==> config.mk <==
export PLATFORM = sky130hd
export DESIGN_NAME = store_log_fifo
export DESIGN_NICKNAME = d
export VERILOG_FILES = /design/src/rtl/dcache_resp_pkg.sv /design/src/rtl/dcache_resp_model_store_log_fifo.sv
export SDC_FILE = /design/constraint.sdc
export NUM_CORES = 1
export LEC_CHECK = 0
export CAP_MARGIN = 25
export CORE_MARGIN = 4
export CORE_UTILIZATION = 55
export DETAILED_ROUTE_END_ITERATION = 7
export MAX_ROUTING_LAYER = met4
export PLACE_DENSITY_LB_ADDON = 0.2
export SYNTH_ARGS = -nofsm -noshare
export SYNTH_HDL_FRONTEND = slang
export SYNTH_SLANG_ARGS = --single-unit
==> constraint.sdc <==
create_clock -name clk -period 21.6 [get_ports clk]
set_clock_uncertainty 0.1 [all_clocks]
set_input_delay 4.32 -clock clk [delete_from_list [all_inputs] [get_ports clk]]
set_output_delay 4.32 -clock clk [all_outputs]
set_load 0.02 [all_outputs]
==> src/rtl/dcache_resp_pkg.sv <==
// Shared types for the data-cache responder: FSM states, access sizes,
// store-log entries and the big-endian byte-lane merge.
package dcache_resp_pkg;

    typedef enum logic [1:0] {
        IDLE = 2'd0,
        WAIT = 2'd1,
        RESP = 2'd2
    } state_t;

    localparam logic [1:0] SZ_BYTE = 2'd0;
    localparam logic [1:0] SZ_HALF = 2'd1;
    localparam logic [1:0] SZ_WORD = 2'd2;
    localparam logic [1:0] SZ_RSVD = 2'd3;

    typedef struct packed {
        logic [31:0] addr;
        logic [31:0] data;
    } log_entry_t;

    // Lane 0 is the most significant byte; right-aligned store data goes into the addressed lane.
    function automatic logic [31:0] lane_merge(input logic [31:0] old_word,
                                               input logic [31:0] wdata,
                                               input logic [1:0]  size,
                                               input logic [1:0]  lane);
        logic [31:0] w;
        w = old_word;
        case (size)
            SZ_BYTE: begin
                case (lane)
                    2'd0:    w = {wdata[7:0], old_word[23:0]};
                    2'd1:    w = {old_word[31:24], wdata[7:0], old_word[15:0]};
                    2'd2:    w = {old_word[31:16], wdata[7:0], old_word[7:0]};
                    2'd3:    w = {old_word[31:8], wdata[7:0]};
                    default: w = old_word;
                endcase
            end
            SZ_HALF: w = lane[1] ? {old_word[31:16], wdata[15:0]} : {wdata[15:0], old_word[15:0]};
            SZ_WORD: w = wdata;
            default: w = old_word;
        endcase
        return w;
    endfunction

endpackage

==> src/rtl/dcache_resp_model_store_log_fifo.sv <==
// Store-log FIFO: keeps committed stores in order; a push into a full log is dropped
// and flagged sticky, unless a pop frees the slot on the same edge.
module store_log_fifo
    import dcache_resp_pkg::*;
#(
    parameter int DEPTH = 8
) (
    input  logic       clk,
    input  logic       rst,
    input  logic       push,
    input  logic       pop,
    input  log_entry_t din,
    output log_entry_t dout,
    output logic       valid,
    output logic       full,
    output logic       overflow
);
    localparam int AW = $clog2(DEPTH);

    log_entry_t      mem_r [DEPTH];
    logic [AW-1:0]   wr_ptr_r;
    logic [AW-1:0]   rd_ptr_r;
    logic [AW:0]     count_r;
    logic            overflow_r;
    logic            pop_ok_s;
    logic            push_ok_s;

    assign full      = (count_r == (AW+1)'(DEPTH));
    assign valid     = (count_r != {(AW+1){1'b0}});
    assign pop_ok_s  = pop && valid;
    assign push_ok_s = push && (!full || pop_ok_s);
    assign dout      = mem_r[rd_ptr_r];
    assign overflow  = overflow_r;

    // Pointers, occupancy and sticky overflow flag.
    always_ff @(posedge clk) begin
        if (!rst) begin
            wr_ptr_r   <= {AW{1'b0}};
            rd_ptr_r   <= {AW{1'b0}};
            count_r    <= {(AW+1){1'b0}};
            overflow_r <= 1'b0;
        end else begin
            if (push_ok_s) wr_ptr_r <= wr_ptr_r + AW'(1);
            if (pop_ok_s)  rd_ptr_r <= rd_ptr_r + AW'(1);
            case ({push_ok_s, pop_ok_s})
                2'b10:   count_r <= count_r + (AW+1)'(1);
                2'b01:   count_r <= count_r - (AW+1)'(1);
                default: count_r <= count_r;
            endcase
            if (push && !push_ok_s) overflow_r <= 1'b1;
        end
    end

    // Entry storage; not reset.
    always_ff @(posedge clk) begin
        if (rst && push_ok_s) mem_r[wr_ptr_r] <= din;
    end

endmodule

==> flow_summary_export.csv <==
group,metric,value,unit
run_status,status,"complete, no violations",
global_routing,antenna_found_initial,1,
timing,fin_crit,8.23,ns
timing,setup_tns,0,ns
timing,final_max_slew_viol_count,0,
cts,clkSlewWorstSetupHoldPaths,0.06,ns
logic_synthesis,syn-num-nets,904,
logic_synthesis,synth_cell_types,38,
global_routing,grt_max_degree,66,
layout,post-route-util,0.656,
setup_path,startpoint_type,"flip-flop",
drt,avgRoutedWirePerCell,24.5,µm
floorplanning,core.rowCount,69,
setup_path,cp_data_arrival_time,3.81,ns
floorplanning,dieWidth,199,µm
setup_path,cp.required,17.18,ns
place,routabilityCongestion,0.750,
min_path,hold_path.class,"flip-flop to flip-flop",
setup_path,path_cells,"buf_4 > mux4_2 > mux2_2 > clkdlybuf4s50_1",
setup_path,slowest_delay,0.89,ns
setup_path,slowest_stage,"dfxtp_4",
layout,drive_gt1_frac,0.281,
floorplanning,core_area,35700,µm²
global_routing,grt_use_total,0.194,
job,drv_cap,0,
min_path,min_to,"overflow",
drt,vias_per_cell,5.84,
timing,fmax,0.121,GHz
min_path,hp-start,"overflow",
floorplanning,ios,135,
pwr,power,2580,µW
drt,first_iter_violations,496,
cts,worstSkewPairLatency,0.55,ns
cts,post_cts_buffers,0,
setup_path,reg2reg_slack,18.65,ns
logic_synthesis,netlist_instances,831,
setup_path,timing.rr.end,"mem_r[4][30]",
logic_synthesis,synthesis.area,20000,µm²
logic_synthesis,yosys_warnings,0,
cts,post_cts_resized,0,
logic_synthesis,synth_edf_count,512,
min_path,hold-path-cell-count,2,
setup_path,worstSetupEndpointType,"output port",
logic_synthesis,synth.ff_latch_count,526,
logic_synthesis,avgSynthCellArea,24.1,µm²
logic_synthesis,synth-main-ff-cell,"edfxtp_1",
timing,setup_viol,0,
drt,vias,8749,
global_routing,grt_pass1_wl,55800,µm
drt,firstDrtPassIters,4,
layout,layout_commonest_cell,"edfxtp_1",
setup_path,r2r_start,"count_r[0]",
layout,fillers,2345,
drt,remaining_drc_errors,0,
setup_path,r2r_cells,4,
layout,final_net_count,1071,
floorplanning,start_util,0.559,
timing,worst_pin_slew,0.996,ns
layout,seqCellArea,15700,µm²
cts,root_buffer,"clkbuf_16",
floorplanning,die-area,39500,µm²
pwr,power.density,110,nW/µm²
place,place_hpwl,19200,µm
place,pre_cts_ws,13.81,ns
timing,hold_viol_final,0,
timing,setup_ws,13.37,ns
layout,multi_input_area,4120,µm²
pwr,p_leak,0.00725,µW
layout,area_delta_synth_final,17.4,%
pwr,vdd_ir_drop_max,89.7,µV
cts,clkSinkCount,526,
setup_path,critPathMaxFanout,44,
place,port_buffers,134,
setup_path,crit_type,"flip-flop to output port",
logic_synthesis,synthArstFlopShare,0,
global_routing,overflow,0,
timing,rsz0062_at_grt,"false",
cts,cts_hold_buf,0,
timing,max_slew_margin,0.336,
cts,numCtsBuffers,52,
cts,htreeDepth,2,
drt,drtAntennaViolNets,0,
layout,final_cell_mix,"512 x edfxtp_1, 134 x clkdlybuf4s50_1, 128 x mux4_2, 64 x mux2_2, 53 x clkbuf_16",
timing,fin_crit_sh,0.381,
drt,routed_wl,36700,µm
floorplanning,fp.dieH,199,µm
global_routing,first_global_vias,9374,
timing,hold_ws,0.384,ns
logic_synthesis,yosysSeqAreaShare,0.783,
cts,cts_buffer_depth,3,
cts,cts_tree,"yes",
## logic make-up after synthesis
kind of cell,after synthesis,synth area share
AO/OA/AOI/OAI,15,0.00544
flip-flops,526,0.783
multiplexers,194,0.181
XOR/XNOR,7,0.00307
buffers and inverters,44,0.0134
adder cells (fa/ha/maj),5,0.00350
AND/OR/NAND/NOR,40,0.0103
## how the worst max path moves through the flow
| stage | from | endpoint | slack, ns | cells after the start |
|---|---|---|---|---|
| floorplan | push | mem_r[1][0] | 9.98 | 3 |
| global placement | flip-flop | dout[4] | 13.84 | 4 |
| detailed placement | flip-flop | dout[4] | 13.81 | 4 |
| CTS | flip-flop | dout[56] | 13.24 | 4 |
| global route | flip-flop | dout[26] | 13.05 | 4 |
| finish | flip-flop | dout[56] | 13.37 | 4 |
## where the power goes
group | internal [µW] | leakage, µW | switching [µW]
Combinational | 303 | 0.00173 | 241
Clock | 499 | 0.000779 | 345
Sequential | 1150 | 0.00474 | 43.9
Total | 1950 | 0.00725 | 629
## worst max-delay path, delay by kind of cell (launching register included)
| family | cells | cell delay, ns |
|---|---|---|
| flops | 1 | 0.89 |
| buf+inv | 2 | 1.42 |
| mux | 2 | 0.87 |
## routing by layer
metal | part of all wire | up-vias | GRT usage
li1 | - | 3874 | -
met3 | 0.047 | 33 | 0.0393
met5 | 0 | - | -
met2 | 0.50 | 167 | 0.308
met1 | 0.44 | 4675 | 0.271
met4 | 0.012 | 0 | 0.0372
## area by class of cell
class,instances,share of cell area
Sequential cell,526,0.668
Clock inverter,16,0.00635
Antenna cell,1,0.000107
Timing Repair Buffer,152,0.0629
Clock buffer,77,0.0621
Inverter,5,0.000800
Tap cell,461,0.0246
Multi-Input combinational cell,261,0.175
## through the flow
stage,instance area [µm²],instances
floorplan,20000,831
global placement,21900,1405
detailed placement,21900,1405
CTS,23500,1498
global route,23500,1499
finish,23500,1499
## cell usage after synthesis, drive strengths merged (3+ instances only)
| library cell | count | area share |
|---|---|---|
| nor2 | 13 | 0.0024 |
| nand2 | 6 | 0.0011 |
| edfxtp | 512 | 0.77 |
| xor2 | 4 | 0.0018 |
| o211ai | 3 | 0.0011 |
| xnor2 | 3 | 0.0013 |
| nand3 | 3 | 0.00075 |
| inv | 5 | 0.00094 |
| clkbuf | 12 | 0.0023 |
| buf | 27 | 0.010 |
| nor4 | 3 | 0.00094 |
| mux2 | 64 | 0.036 |
| mux4 | 128 | 0.14 |
| nor3 | 5 | 0.0013 |
| ha | 4 | 0.0025 |
| dfxtp | 14 | 0.014 |
| o21ai | 4 | 0.0012 |
## registers in the layout, summed over array words and instances, names as in the netlist, named ones only
signal	cells
overflow	1
wr_ptr_r	3
mem_r	512
rd_ptr_r	3
count_r	4
(Power assumes the default switching activity.)
